==> src/rtl/jtag_pkg.sv <==
// Shared TAP definitions: state encoding in IEEE table order, default opcodes,
// and the 16-state next-state function used by the FSM and the datapath.
package jtag_pkg;

    typedef enum logic [3:0] {
        TEST_LOGIC_RESET = 4'h0,
        RUN_TEST_IDLE    = 4'h1,
        SELECT_DR_SCAN   = 4'h2,
        CAPTURE_DR       = 4'h3,
        SHIFT_DR         = 4'h4,
        EXIT1_DR         = 4'h5,
        PAUSE_DR         = 4'h6,
        EXIT2_DR         = 4'h7,
        UPDATE_DR        = 4'h8,
        SELECT_IR_SCAN   = 4'h9,
        CAPTURE_IR       = 4'hA,
        SHIFT_IR         = 4'hB,
        EXIT1_IR         = 4'hC,
        PAUSE_IR         = 4'hD,
        EXIT2_IR         = 4'hE,
        UPDATE_IR        = 4'hF
    } tap_state_e;

    localparam logic [3:0]  JTAG_IDCODE_OP  = 4'hE;
    localparam logic [3:0]  JTAG_BYPASS_OP  = 4'hF;
    localparam logic [3:0]  JTAG_INTEST_OP  = 4'hC;
    localparam logic [3:0]  JTAG_SCAN_N_OP  = 4'h2;
    localparam logic [31:0] JTAG_IDCODE_VAL = 32'h0F0F0F0F;

    function automatic tap_state_e jtag_next_state(input tap_state_e s, input logic tms);
        tap_state_e n;
        n = TEST_LOGIC_RESET;
        case (s)
            TEST_LOGIC_RESET: n = tms ? TEST_LOGIC_RESET : RUN_TEST_IDLE;
            RUN_TEST_IDLE:    n = tms ? SELECT_DR_SCAN   : RUN_TEST_IDLE;
            SELECT_DR_SCAN:   n = tms ? SELECT_IR_SCAN   : CAPTURE_DR;
            CAPTURE_DR:       n = tms ? EXIT1_DR         : SHIFT_DR;
            SHIFT_DR:         n = tms ? EXIT1_DR         : SHIFT_DR;
            EXIT1_DR:         n = tms ? UPDATE_DR        : PAUSE_DR;
            PAUSE_DR:         n = tms ? EXIT2_DR         : PAUSE_DR;
            EXIT2_DR:         n = tms ? UPDATE_DR        : SHIFT_DR;
            UPDATE_DR:        n = tms ? SELECT_DR_SCAN   : RUN_TEST_IDLE;
            SELECT_IR_SCAN:   n = tms ? TEST_LOGIC_RESET : CAPTURE_IR;
            CAPTURE_IR:       n = tms ? EXIT1_IR         : SHIFT_IR;
            SHIFT_IR:         n = tms ? EXIT1_IR         : SHIFT_IR;
            EXIT1_IR:         n = tms ? UPDATE_IR        : PAUSE_IR;
            PAUSE_IR:         n = tms ? EXIT2_IR         : PAUSE_IR;
            EXIT2_IR:         n = tms ? UPDATE_IR        : SHIFT_IR;
            UPDATE_IR:        n = tms ? SELECT_DR_SCAN   : RUN_TEST_IDLE;
            default:          n = TEST_LOGIC_RESET;
        endcase
        return n;
    endfunction

endpackage

==> src/rtl/jtag_tap_fsm.sv <==
// 16-state TAP controller: state register plus next-state logic only.
module jtag_tap_fsm
    import jtag_pkg::*;
(
    input  logic       tck,
    input  logic       trst_n,
    input  logic       tms,
    output tap_state_e tap_state
);

    tap_state_e r_state;
    tap_state_e w_state_next;

    always_ff @(posedge tck or negedge trst_n) begin
        if (!trst_n) begin
            r_state <= TEST_LOGIC_RESET;
        end else begin
            r_state <= w_state_next;
        end
    end

    always_comb begin
        w_state_next = r_state;
        w_state_next = jtag_next_state(r_state, tms);
    end

    assign tap_state = r_state;

endmodule

==> src/rtl/jtag_tap_param.sv <==
// Parametrised TAP: FSM plus IR, BYPASS, IDCODE and N user DR selects/TDO mux.
// Define JTAG_IR_STATUS_EN to capture ir_status into the upper IR bits.
module jtag_tap_param
    import jtag_pkg::*;
#(
    parameter int                    IR_WIDTH     = 4,
    parameter logic [31:0]           IDCODE_VAL   = JTAG_IDCODE_VAL,
    parameter logic [IR_WIDTH-1:0]   IDCODE_OP    = IR_WIDTH'(JTAG_IDCODE_OP),
    parameter logic [IR_WIDTH-1:0]   BYPASS_OP    = '1,
    parameter int                    NUM_USER_DR  = 2,
    parameter logic [IR_WIDTH-1:0]   USER_OP_BASE = IR_WIDTH'(JTAG_SCAN_N_OP)
) (
    input  logic                   tck,
    input  logic                   trst_n,
    input  logic                   tms,
    input  logic                   tdi,
    output logic                   tdo,
    output logic                   tdo_en,
    output logic [3:0]             tap_state,
    output logic                   capture_dr,
    output logic                   shift_dr,
    output logic                   update_dr,
    output logic [IR_WIDTH-1:0]    current_ir,
    output logic [NUM_USER_DR-1:0] user_sel,
    input  logic [NUM_USER_DR-1:0] user_tdo,
    input  logic [IR_WIDTH-3:0]    ir_status
);

    tap_state_e              w_state;
    tap_state_e              w_state_next;
    logic [IR_WIDTH-1:0]     r_ir_shift;
    logic [IR_WIDTH-1:0]     r_current_ir;
    logic [31:0]             r_idcode;
    logic                    r_bypass;
    logic [IR_WIDTH-1:0]     w_ir_capture;
    logic                    w_sel_idcode;
    logic                    w_sel_bypass;
    logic [NUM_USER_DR-1:0]  w_user_sel;
    logic                    w_dr_tdo;
    logic                    w_tdo;

    jtag_tap_fsm u_fsm (
        .tck       (tck),
        .trst_n    (trst_n),
        .tms       (tms),
        .tap_state (w_state)
    );

    assign w_state_next = jtag_next_state(w_state, tms);

`ifdef JTAG_IR_STATUS_EN
    assign w_ir_capture = {ir_status, 2'b01};
`else
    logic w_unused_status;
    assign w_ir_capture    = {{(IR_WIDTH-2){1'b0}}, 2'b01};
    assign w_unused_status = ^ir_status;
`endif

    assign w_sel_idcode = (r_current_ir == IDCODE_OP);
    assign w_sel_bypass = (r_current_ir == BYPASS_OP);

    // IDCODE/BYPASS take precedence over any user opcode that aliases them
    for (genvar gi = 0; gi < NUM_USER_DR; gi++) begin : g_user_sel
        assign w_user_sel[gi] = (r_current_ir == USER_OP_BASE + IR_WIDTH'(gi))
                                && !w_sel_idcode && !w_sel_bypass;
    end

    always_ff @(posedge tck or negedge trst_n) begin
        if (!trst_n) begin
            r_ir_shift   <= '0;
            r_current_ir <= IDCODE_OP;
            r_idcode     <= '0;
            r_bypass     <= 1'b0;
        end else begin
            case (w_state)
                CAPTURE_IR: r_ir_shift <= w_ir_capture;
                SHIFT_IR:   r_ir_shift <= {tdi, r_ir_shift[IR_WIDTH-1:1]};
                CAPTURE_DR: begin
                    r_idcode <= IDCODE_VAL;
                    r_bypass <= 1'b0;
                end
                SHIFT_DR: begin
                    if (w_sel_idcode) begin
                        r_idcode <= {tdi, r_idcode[31:1]};
                    end
                    r_bypass <= tdi;
                end
                default: ;
            endcase
            // Forcing on entry makes IDCODE visible as soon as TLR is reached
            if (w_state_next == TEST_LOGIC_RESET) begin
                r_current_ir <= IDCODE_OP;
            end else if (w_state == UPDATE_IR) begin
                r_current_ir <= r_ir_shift;
            end
        end
    end

    always_comb begin
        w_dr_tdo = r_bypass;
        if (w_sel_idcode) begin
            w_dr_tdo = r_idcode[0];
        end else begin
            for (int i = 0; i < NUM_USER_DR; i++) begin
                if (w_user_sel[i]) begin
                    w_dr_tdo = user_tdo[i];
                end
            end
        end
        w_tdo = 1'b0;
        if (w_state == SHIFT_IR) begin
            w_tdo = r_ir_shift[0];
        end else if (w_state == SHIFT_DR) begin
            w_tdo = w_dr_tdo;
        end
    end

    assign tdo        = w_tdo;
    assign tdo_en     = (w_state == SHIFT_IR) || (w_state == SHIFT_DR);
    assign tap_state  = w_state;
    assign capture_dr = (w_state == CAPTURE_DR);
    assign shift_dr   = (w_state == SHIFT_DR);
    assign update_dr  = (w_state == UPDATE_DR);
    assign current_ir = r_current_ir;
    assign user_sel   = w_user_sel;

endmodule

==> config.mk <==
export PLATFORM = sky130hd
export DESIGN_NAME = jtag_tap_param
export DESIGN_NICKNAME = d
export VERILOG_FILES = /design/src/rtl/jtag_pkg.sv /design/src/rtl/jtag_tap_fsm.sv /design/src/rtl/jtag_tap_param.sv
export SDC_FILE = /design/constraint.sdc
export NUM_CORES = 1
export LEC_CHECK = 0
export ABC_AREA = 1
export CELL_PAD_IN_SITES_DETAIL_PLACEMENT = 0
export CELL_PAD_IN_SITES_GLOBAL_PLACEMENT = 2
export CORE_UTILIZATION = 32
export DETAILED_ROUTE_END_ITERATION = 8
export PLACE_DENSITY = 0.84
export SETUP_SLACK_MARGIN = 0.4
export SLEW_MARGIN = 20
export SYNTH_ARGS = -nofsm -noshare
export SYNTH_HDL_FRONTEND = slang
export SYNTH_HIERARCHICAL = 1
export SYNTH_SLANG_ARGS = --single-unit
==> constraint.sdc <==
create_clock -name tck -period 1.3 [get_ports tck]
set_input_delay 0.26 -clock tck [delete_from_list [all_inputs] [get_ports tck]]
set_output_delay 0.26 -clock tck [all_outputs]
set_load 0.01 [all_outputs]
# After elaboration in Yosys (flattened, before gate mapping)
# Cells that the tools add are included.
[word_totals]
reg_bits = 45
latchBits = 0
ramBits = 0
rom_bits = 0
out_inout_bits = 15
word_cells = 65
mem_count = 0
[op_classes]
addsub = 0
n_mul = 0
div = 0
magnitude_cmp = 0
n_eq_ne = 20
shift = 0
muxes = 24
bitwise = 0
n_reduce_logical = 16
[ops]
columns = ["cell", "n"]
rows = [
  ["$pmux W32 S2", 1],
  ["$pmux W4 S12", 1],
  ["$eq A4 B4 Y1 const B", 10],
  ["$mux W32", 1],
  ["$mux W4", 6],
  ["$eq A4 B2 Y1 const B", 4],
  ["$eq A4 B3 Y1 const B", 4],
  ["$logic_not A4 Y1", 2],
  ["$mux W1", 8],
  ["$pmux W4 S2", 1],
  ["$mux W2", 3],
  ["$mux W3", 2],
  ["$reduce_bool A2 Y1", 3],
  ["$eq A4 B1 Y1 const B", 1],
  ["$logic_and A1 B1 Y1", 4],
  ["$reduce_or A2 Y1", 2],
  ["$reduce_or A3 Y1", 1],
  ["$logic_not A1 Y1", 2],
  ["$ne A2 B1 Y1 const B", 1],
  ["$pmux W1 S2", 1],
  ["$reduce_and A2 Y1", 1],
  ["$logic_or A1 B1 Y1", 1],
]

# Longest topological paths before layout
# Gate-level depths: netlist of run 1.
[logic_depth]
depth_word = 9
depth_mapped = 8
ltp_nobuf = 8

# Modules after synthesis
# The synthesis of run 1 kept the hierarchy.
[modules_own_cells]
columns = ["module", "instances", "cells_per_inst", "area_each_um2", "seq_area_each_um2"]
rows = [
  ["jtag_tap_param", 1, 192, 1951.9, 1029.7],
  ["jtag_tap_fsm", 1, 55, 335.3, 100.1],
]

# Least setup slack after synthesis of run 1
# No wires, ideal clock.
[synth_timing]
path_kind = "flip-flop to output port"
startpoint = "register u_fsm.r_state[0] (netlist: u_fsm/tap_state[0])"
endpoint = "output port tdo"
arrival_ns = 1.202
required_ns = 1.040
slack_ns = -0.162
path_stages_with_launch = 8
path_cell_list = "dfrtp_1 nor2_4 nand3_4 inv_4 o21ai_0 inv_1 nand2_1 nand2_1"
[synth_between]
elab_chain_len = 3
[synth_lines]
columns = ["item", "line_no", "text"]
rows = [
  ["start, declared", "jtag_tap_fsm.sv:11", "tap_state_e r_state;"],
  ["start signal, assigned", "jtag_tap_fsm.sv:18", "r_state <= w_state_next;"],
  ["$eq A4 B3 Y1", "-", ""],
  ["via shift_dr", "jtag_tap_param.sv:21", "output logic shift_dr,"],
  ["$mux W1", "jtag_tap_param.sv:113", "end else if (w_state == SHIFT_DR) begin"],
  ["$mux W1", "jtag_tap_param.sv:111", "if (w_state == SHIFT_IR) begin"],
  ["end, declared", "jtag_tap_param.sv:17", "output logic tdo,"],
]
# The timed path passes the listed nets, and every way through them passes these cells.

# Worst setup path in the final report of run 1
[layout_timing]
startpoint = "register r_current_ir[1] (netlist: current_ir[1])"
endpoint = "output port tdo"
[layout_between]
elab_chain_len = 9
[layout_lines]
columns = ["item", "line_no", "text"]
rows = [
  ["start, declared", "jtag_tap_param.sv:32", "logic [IR_WIDTH-1:0] r_current_ir;"],
  ["start signal, assigned", "jtag_tap_param.sv:94", "r_current_ir <= r_ir_shift;"],
  ["$eq A4 B4 Y1", "jtag_tap_param.sv:59", "assign w_sel_idcode = (r_current_ir == IDCODE_OP);"],
  ["$logic_not A1 Y1", "jtag_tap_param.sv:65", "&& !w_sel_idcode && !w_sel_bypass;"],
  ["$logic_and A1 B1 Y1 (2 in series)", "jtag_tap_param.sv:65", ""],
  ["$mux W1 (2 in series)", "jtag_tap_param.sv:105", "if (w_user_sel[i]) begin"],
  ["$mux W1 *", "jtag_tap_param.sv:101", "if (w_sel_idcode) begin"],
  ["$mux W1 *", "jtag_tap_param.sv:113", ""],
  ["$mux W1 *", "jtag_tap_param.sv:111", ""],
]
# Every way passes the cells marked *; elsewhere a longest branch is shown, timed or not.

==> out/qor.yml, run 1 <==
skew_ns: 0.00617
slowest_delay_ns: 0.55
first_iter_violations: 86
end_kind: "output port"
syn_inst: 247
cp-start-kind: "register"
status: "finished with violations"
routed_wl_um: 5750
antenna_found_initial: 0
synth_area_sq_mm: 0.00229
via_per_inst: 4.67
synth.avg_cell_area_sq_um: 9.26
grt_pass1_wl_um: 9430
cts_buffers: 5
rsz0062_at_grt: "true"
clockBufferDepth: 2
final_common_cell: "inv_1"
ant_nets: 0
grtUsageTotal: 0.162
worstPathCellList: "inv_2 -> nor2_4 -> nand3_4 -> o21ai_1 -> inv_1 -> nand2_1 -> nand2_2 -> buf_6"
ys_seq_area_frac: 0.494
htree_levels: 2
fin_nets: 350
fmax_ghz: 0.568
synthesis.nets: 255
p_leak_nw: 1.78
p_total_mw: 8.43
antennaDiodeCount: 0
cts.sinks: 45
rows: 30
crit_arrival_ns: 1.50
path_buf_inv: 3
finalNonFillerCells: 439
ios: 23
worstPathMaxFanout: 3
final_cell_area_sq_mm: 0.00374
die-area_sq_mm: 0.00749
hold_class: "in2async"
dp_cells: 396
die_h_um: 86.5
fin_ws_ns: -0.460
vias: 2050
drive_gt1_frac: 0.569
hpwl_um: 3460
worstMarginPinSlew_ns: 0.426
fin_crit_sh: 1.35
violations: "hold timing, setup timing"
grt_pass1_vias: 2001
cpMaxStageDelayCell: "dfstp_2"
drc: 0
area_growth_pct: 63.7
start_util: 0.335
period_needed_ns: 1.76
layout_common_cells: "inv_1 (44), buf_6 (42), dfrtp_1 (37)"
timing.hold.ws_ns: -0.124
clk_pin_slew_ns: 0.09
peakVddDrop_uv: 992
finalHoldViolCount: 12
cts_tree: "built"
insertion_delay_ns: 0.30
slew_violations: 0
cpLargestDelayFamily: "flip-flops"
coreArea_sq_mm: 0.00683
drv_cap: 0
port_buffers: 20
wl_per_cell_um: 13.1
setup_viol: 55
fp.dieW_um: 86.5
gr-total-overflow: 0
ys_warn_count: 6
synth-seq-cells: 45
placed_area_sq_mm: 0.00297
place.gp.congestion: 0.809
worst-setup-path-type: "reg2out"
slew_headroom: 0.716
power_density_mw_per_mm2: 2250
clockRootBuffer: "clkbuf_8"
grt_max_degree: 23
first_pass_iters: 4
ys_types: 31
cp.required_ns: 1.04
[worst paths after layout]
check / from / slack, ns / endpoint / cells past startpoint
max: current_ir[1] / -0.46 / tdo / 8
min: trst_n / -0.12 / r_idcode[28] / 1
max reg2reg: current_ir[1] / -0.42 / r_idcode[6] / 8
min reg2reg: r_ir_shift[1] / 0.52 / r_ir_shift[0] / 2
max in group asynchronous: trst_n / 0.95 / r_idcode[14] / 2
min in group tck: r_ir_shift[1] / 0.52 / r_ir_shift[0] / 2
[registers in the layout, indices dropped and copies added, names as in the netlist]
register and cells:
r_idcode 32, current_ir 4, r_ir_shift 4, u_fsm/tap_state 4
r_bypass 1
[worst reg2reg max path: stages (launching register included)]
cell and delay, ns:
dfstp_2 0.55, inv_2 0.05, buf_4 0.13, buf_6 0.10
buf_6 0.10, nor3_4 0.20, nand2_4 0.17, buf_8 0.19
o22ai_2 0.16
[cells in the mapped netlist]
| cell | n | area [sq um] |
|---|---|---|
| dfstp_2 | 3 | 78.8 |
| inv_4 | 1 | 6.26 |
| nand3_4 | 1 | 17.5 |
| nand3_2 | 1 | 10.0 |
| o21ai_0 | 5 | 25.0 |
| dfrtp_1 | 42 | 1050 |
| inv_2 | 3 | 11.3 |
| nand4_1 | 1 | 6.26 |
| nand2_1 | 38 | 143 |
| inv_1 | 53 | 199 |
| nor3_1 | 3 | 15.0 |
| nand2_2 | 3 | 18.8 |
| nand2_4 | 3 | 33.8 |
| o22ai_2 | 10 | 125 |
| nor2_2 | 4 | 25.0 |
| o22ai_1 | 11 | 68.8 |
| a22oi_1 | 5 | 37.5 |
| nor2_1 | 13 | 48.8 |
| a21oi_1 | 5 | 25.0 |
| buf_6 | 3 | 33.8 |
| nor2_4 | 2 | 22.5 |
| a22oi_2 | 10 | 125 |
| clkinv_2 | 1 | 5.00 |
| buf_4 | 1 | 7.51 |
| o21bai_1 | 1 | 7.51 |
| buf_2 | 1 | 5.00 |
| nor3_2 | 1 | 10.0 |
| nand3b_1 | 2 | 15.0 |
| buf_8 | 1 | 15.0 |
| nand3_1 | 15 | 75.1 |
| o21ai_1 | 4 | 20.0 |
[kinds of logic (layout without fill, tap and decap cells)]
group | count (synthesis) | after routing | synth area share
AND/OR/NAND/NOR | 87 | 89 | 0.193
buffers and inverters | 64 | 158 | 0.124
AO/OA/AOI/OAI | 51 | 51 | 0.190
flip-flops | 45 | 45 | 0.494
[per-stage QoR]
step	hold WS, ns	TNS [ns]	util	setup WS (ns)
2_1_floorplan	-0.0356	-1.83	-	-0.103
3_3_place_gp	0.220	-10.46	0.434	-0.562
3_5_place_dp	0.223	-10.83	0.434	-0.565
4_1_cts	-0.119	-11.37	0.520	-0.468
5_1_grt	-0.105	-18.74	0.548	-0.590
6_report	-0.124	-15.26	0.548	-0.460
[what timing repair did]
action	in CTS	in global routing
gates cloned	5	0
buffers inserted	16	14
endpoints found under the hold margin	12	12
pin swaps	21	18
gates resized for setup	141	25
endpoints found under the setup margin	60	60
[layer usage]
metal	global-route usage	vias up	wire length, um
met1	0.211	1018	2550
met3	0.0219	8	148
met2	0.275	32	2940
met4	0.0621	0	105
li1	-	992	-
met5	0	-	0
[area by class of cell]
type                            count  area (sq um)
Tap cell                           96           120
Fill cell                         593          3090
Clock inverter                      3          21.3
Timing Repair Buffer               92           986
Clock buffer                        5          68.8
Sequential cell                    45          1140
Inverter                           58           235
Multi-Input combinational cell    140          1180
[report_power, final]
group | total, mW | internal, mW | leakage, nW | switching (mW)
combinational | 5.34 | 2.73 | 1.20 | 2.61
sequential | 2.19 | 1.96 | 0.528 | 0.224
clock | 0.897 | 0.382 | 0.0445 | 0.515
Power figures use the tool's default switching activity.
==> run 2, diff against run 1 <==
--- a/config.mk
+++ b/config.mk
@@ -9,8 +9,10 @@
 export CELL_PAD_IN_SITES_DETAIL_PLACEMENT = 0
 export CELL_PAD_IN_SITES_GLOBAL_PLACEMENT = 2
 export CORE_UTILIZATION = 32
+export CTS_CLUSTER_DIAMETER = 50
 export DETAILED_ROUTE_END_ITERATION = 8
 export PLACE_DENSITY = 0.84
+export RECOVER_POWER = 100
 export SETUP_SLACK_MARGIN = 0.4
 export SLEW_MARGIN = 20
 export SYNTH_ARGS = -nofsm -noshare
==> out/qor.yml, run 2 (synthesized netlist as in run 1, its figures left out) <==
status: "finished with violations"  # unchanged
violations: "setup timing"  # was hold timing, setup timing
place.gp.congestion: 0.809  # unchanged
multi_input_comb_area_sq_mm: 0.00118  # unchanged
antenna_found_initial: 0  # unchanged
gr-total-overflow: 0  # unchanged
clockRootBuffer: "clkbuf_8"  # unchanged
placed_area_sq_mm: 0.00297  # unchanged
cts_buffers: 5  # unchanged
antennaDiodeCount: 0  # unchanged
fin_crit_sh: 1.35  # about the same
path_buf_inv: 3  # unchanged
setup_viol: 56  # was 55
post-route-util: 0.544  # was 0.548
layout_common_cells: "inv_1 (44), buf_6 (41), dfrtp_1 (38)"  # was inv_1 (44), buf_6 (42), dfrtp_1 (37)
routed_wl_um: 5740  # was 5750 um
final_common_cell: "inv_1"  # unchanged
slew_violations: 0  # unchanged
peakVddDrop_uv: 992  # about the same
crit_arrival_ns: 1.50  # about the same
fin_nets: 350  # unchanged
cp.required_ns: 1.04  # about the same
first_pass_iters: 4  # unchanged
largest_reg_flops: 32  # unchanged
finalHoldViolCount: 0  # was 12
fillers: 599  # was 593
power_density_mw_per_mm2: 2260  # was 2250 mW/mm^2
worst-setup-path-type: "reg2out"  # unchanged
clk_pin_slew_ns: 0.09  # about the same
cts.sinks: 45  # unchanged
p_leak_nw: 1.76  # was 1.78 nW
wl_per_cell_um: 13.1  # about the same
port_buffers: 20  # unchanged
cpMaxStageDelayCell: "dfstp_2"  # unchanged
insertion_delay_ns: 0.30  # about the same
drv_cap: 0  # unchanged
clockBufferDepth: 2  # unchanged
drc: 0  # unchanged
area_growth_pct: 62.5  # was 63.7%
grt_pass1_vias: 2001  # unchanged
worstPathMaxFanout: 3  # unchanged
period_needed_ns: 1.76  # about the same
worstMarginPinSlew_ns: 0.931  # was 0.426 ns
grt_use_met3: 0.0219  # unchanged
worstPathCellList: "inv_2 -> nor2_4 -> nand3_4 -> o21ai_1 -> inv_1 -> nand2_1 -> nand2_2 -> buf_6"  # unchanged
vias: 2046  # was 2050
drive_gt1_frac: 0.560  # was 0.569
end_kind: "output port"  # unchanged
use_met2: 0.275  # unchanged
die_h_um: 86.5  # unchanged
fin_ws_ns: -0.459  # was -0.460 ns
hold_class: "in2async"  # unchanged
cp-start-kind: "register"  # unchanged
final_cell_area_sq_mm: 0.00372  # was 0.00374 sq mm
htree_levels: 2  # unchanged
cts_tree: "built"  # unchanged
busiest_layer: "met2"  # unchanged
rsz0062_at_grt: "true"  # unchanged
coreArea_sq_mm: 0.00683  # unchanged
first_iter_violations: 86  # unchanged
slowest_delay_ns: 0.55  # about the same
regMostFlops: "r_idcode"  # unchanged
via_per_inst: 4.66  # was 4.67
fmax_ghz: 0.568  # about the same
grt_pass1_wl_um: 9430  # unchanged
ios: 23  # unchanged
slew_headroom: 0.379  # was 0.716
met1_usage: 0.211  # unchanged
cpLargestDelayFamily: "flip-flops"  # unchanged
grt_max_degree: 23  # unchanged
regArea_sq_mm: 0.00113  # was 0.00114 sq mm
ant_nets: 0  # unchanged
die-area_sq_mm: 0.00749  # unchanged
skew_ns: 0.00629  # was 0.00617 ns
rows: 30  # unchanged
fp.dieW_um: 86.5  # unchanged
hpwl_um: 3460  # unchanged
start_util: 0.335  # unchanged
grtUsageTotal: 0.162  # unchanged
## run 2: power breakdown
group / total [mW] / internal, mW / switching [mW]
Sequential: 2.18 / 1.96 / 0.221
Combinational: 5.32 / 2.71 / 2.61
Clock: 0.894 / 0.382 / 0.512
Total: 8.39 / 5.05 / 3.34
## run 2: worst register-to-register path: cells and delay by family, from the launching register on
family,cells,cell delay (ns)
buf+inv,5,0.57
flops,1,0.55
simple gates,2,0.37
compound gates,1,0.16
## run 2: what timing repair did
item | 4_1_cts | 5_1_grt
gates resized for setup | 141 | 25
pin swaps | 21 | 18
gates cloned | 5 | 0
setup endpoints to repair | 60 | 60
hold endpoints to repair | 12 | 12
buffers inserted | 16 | 14
## run 2: path summary, 6_finish.rpt
check | startpoint | to | slack [ns] | cells after the start
worst min register to register | r_ir_shift[1] | r_ir_shift[0] | 0.52 | 2
min in group tck | r_ir_shift[1] | r_ir_shift[0] | 0.52 | 2
worst min-delay path | trst_n | r_idcode[28] | 0.06 | 1
max in group asynchronous | trst_n | u_fsm/tap_state[3] | 0.18 | 2
worst max register to register | current_ir[1] | r_idcode[6] | -0.42 | 8
worst max-delay path | current_ir[1] | tdo | -0.46 | 8
## run 2: metrics by stage
step                TNS (ns)  worst slack (ns)  std cells  hold slack [ns]  total power [mW]
floorplan              -1.83            -0.103        247          -0.0356              4.54
detailed placement    -10.83            -0.565        396            0.223              5.74
CTS                   -11.37            -0.468        425           -0.119              7.91
global route          -19.51            -0.590        439            0.124              8.91
finish                -15.62            -0.459        439           0.0605              8.39
global placement      -10.46            -0.562        396            0.220              5.68
## run 2: layer usage
layer  part of all wire  wire length, um
met1               0.44             2550
met2               0.51             2950
met3              0.022              129
met4              0.018              106
met5                  0                0
## run 2: cell type report
class                      instances  share of cell area
clock buffer                       5              0.0185
clock inverter                     3             0.00572
inverter                          58              0.0633
multi-input combinational        140               0.317
sequential                        45               0.305
tap                               96              0.0323
timing repair buffer              92               0.258
==> run 3, diff against run 2 <==
--- a/config.mk
+++ b/config.mk
@@ -11,10 +11,10 @@
 export CORE_UTILIZATION = 32
 export CTS_CLUSTER_DIAMETER = 50
 export DETAILED_ROUTE_END_ITERATION = 8
+export MAX_ROUTING_LAYER = met4
 export PLACE_DENSITY = 0.84
 export RECOVER_POWER = 100
 export SETUP_SLACK_MARGIN = 0.4
-export SLEW_MARGIN = 20
 export SYNTH_ARGS = -nofsm -noshare
 export SYNTH_HDL_FRONTEND = slang
 export SYNTH_HIERARCHICAL = 1
==> out/qor.yml, run 3 (synthesized netlist as in run 1, its figures left out) <==
status: "finished with violations"  # unchanged
violations: "setup timing"  # unchanged
clockRootBuffer: "clkbuf_8"  # unchanged
slowest_delay_ns: 0.46  # was 0.55 ns
port_buffers: 20  # unchanged
pwr-share-seq: 0.259  # was 0.260
first_pass_iters: 4  # unchanged
largest_reg_flops: 32  # unchanged
p_int_mw: 5.06  # was 5.05 mW
gr-total-overflow: 0  # unchanged
drive_gt1_frac: 0.557  # was 0.560
vias: 2036  # was 2046
cpLargestDelayFamily: "flip-flops"  # unchanged
period_needed_ns: 1.77  # was 1.76 ns
rsz0062_at_grt: "true"  # unchanged
cts_buffers: 5  # unchanged
insertion_delay_ns: 0.30  # about the same
setup_tns_ns: -16.01  # was -15.62 ns
path_buf_inv: 3  # unchanged
grt_max_degree: 23  # unchanged
fillers: 596  # was 599
crit_arrival_ns: 1.51  # was 1.50 ns
setup_viol: 56  # unchanged
power_density_mw_per_mm2: 2260  # about the same
p_total_mw: 8.43  # was 8.39 mW
antennaDiodeCount: 0  # unchanged
grt_pass1_wl_um: 9420  # was 9430 um
grt_pass1_vias: 2001  # unchanged
end_kind: "output port"  # unchanged
hold_class: "in2async"  # unchanged
place.gp.congestion: 0.821  # was 0.809
htree_levels: 2  # unchanged
pwr-share-clk: 0.106  # was 0.107
worstMarginPinSlew_ns: 0.933  # was 0.931 ns
cp-start-kind: "register"  # unchanged
die_h_um: 86.5  # unchanged
routed_wl_um: 5740  # about the same
final_common_cell: "inv_1"  # unchanged
layout_common_cells: "inv_1 (44), buf_6 (41), dfrtp_1 (38)"  # unchanged
rows: 30  # unchanged
p_leak_nw: 1.76  # about the same
die-area_sq_mm: 0.00749  # unchanged
ios: 23  # unchanged
cpMaxStageDelayCell: "dfrtp_1"  # was dfstp_2
post-route-util: 0.545  # was 0.544
antenna_found_initial: 0  # unchanged
cts.sinks: 45  # unchanged
dp_cells: 396  # unchanged
via_per_inst: 4.64  # was 4.66
cp.required_ns: 1.04  # about the same
clk_pin_slew_ns: 0.09  # about the same
slew_violations: 0  # unchanged
fmax_ghz: 0.566  # was 0.568 GHz
ant_nets: 0  # unchanged
finalNonFillerCells: 439  # unchanged
worst_path_most_repeated_cell: "buf_6"
cts_tree: "built"  # unchanged
area_growth_pct: 62.9  # was 62.5%
worstPathCellList: "clkbuf_1 -> nand2_4 -> buf_6 -> nor2_4 -> nand2_1 -> nand2_2 -> buf_6"  # was inv_2 -> nor2_4 -> nand3_4 -> o21ai_1 -> inv_1 -> nand2_1 -> nand2_2 -> buf_6
swShare: 0.400  # was 0.398
wl_per_cell_um: 13.1  # about the same
clockBufferDepth: 2  # unchanged
skew_ns: 0.00623  # was 0.00629 ns
coreArea_sq_mm: 0.00683  # unchanged
drc: 0  # unchanged
fp.dieW_um: 86.5  # unchanged
slew_headroom: 0.378  # was 0.379
switching_power_mw: 3.37  # was 3.34 mW
rrSetupSlack_ns: -0.42  # about the same
placed_area_sq_mm: 0.00297  # unchanged
regMostFlops: "r_idcode"  # unchanged
pwr-share-comb: 0.635  # was 0.633
start_util: 0.335  # unchanged
hpwl_um: 3460  # unchanged
peakVddDrop_uv: 981  # was 992 uV
final_cell_area_sq_mm: 0.00372  # about the same
grtUsageTotal: 0.167  # was 0.162
finalHoldViolCount: 0  # unchanged
fin_crit_sh: 1.36  # was 1.35
worstPathMaxFanout: 4  # was 3
fin_ws_ns: -0.465  # was -0.459 ns
first_iter_violations: 89  # was 86
worst-setup-path-type: "reg2out"  # unchanged
drv_cap: 0  # unchanged
fin_nets: 350  # unchanged
-- run 3: final cells by class --
class | count | area (sq um) | area share
multi-input combinational | 140 | 1190 | 0.318
tap | 96 | 120 | 0.0322
clock inverter | 3 | 21.3 | 0.00571
timing repair buffer | 92 | 958 | 0.257
sequential | 45 | 1130 | 0.305
inverter | 58 | 235 | 0.0632
clock buffer | 5 | 68.8 | 0.0185
-- run 3: path summary, 6_finish.rpt --
path,start,endpoint,cells past startpoint
max,u_fsm/tap_state[0],tdo,7
max reg2reg,current_ir[1],r_idcode[6],8
max in group asynchronous,trst_n,u_fsm/tap_state[1],2
min in group tck,r_ir_shift[1],r_ir_shift[0],2
min reg2reg,r_ir_shift[1],r_ir_shift[0],2
min,trst_n,r_idcode[28],1
-- run 3: repair_timing --
action / 4_1_cts / 5_1_grt
setup buffers: 16 / 14
cloned: 5 / 0
pin swaps: 21 / 19
endpoints found under the setup margin: 60 / 60
endpoints found under the hold margin: 12 / 12
gates resized for setup: 141 / 26
-- run 3: power groups by stage --
| stage | registers [mW] | clock network (mW) | logic, mW |
|---|---|---|---|
| 2_1_floorplan | 2.32 | 0 | 2.22 |
| 3_3_place_gp | 2.20 | 0 | 3.49 |
| 3_5_place_dp | 2.21 | 0 | 3.53 |
| 4_1_cts | 2.17 | 0.918 | 4.82 |
| 5_1_grt | 2.23 | 0.981 | 5.74 |
| 6_report | 2.18 | 0.896 | 5.35 |
-- run 3: routing by layer --
layer  up-vias  share of wire  global-route usage
met5         -              0                   -
met4         0          0.013              0.0621
met3         7          0.020              0.0219
met2        25           0.52               0.276
met1      1012           0.45               0.210
li1        992              -                   -
-- run 3: through the flow --
step / hold slack (ns) / setup slack, ns
floorplan: -0.0356 / -0.103
detailed placement: 0.223 / -0.565
global route: 0.124 / -0.590
CTS: -0.119 / -0.468
global placement: 0.220 / -0.562
finish: 0.0613 / -0.465
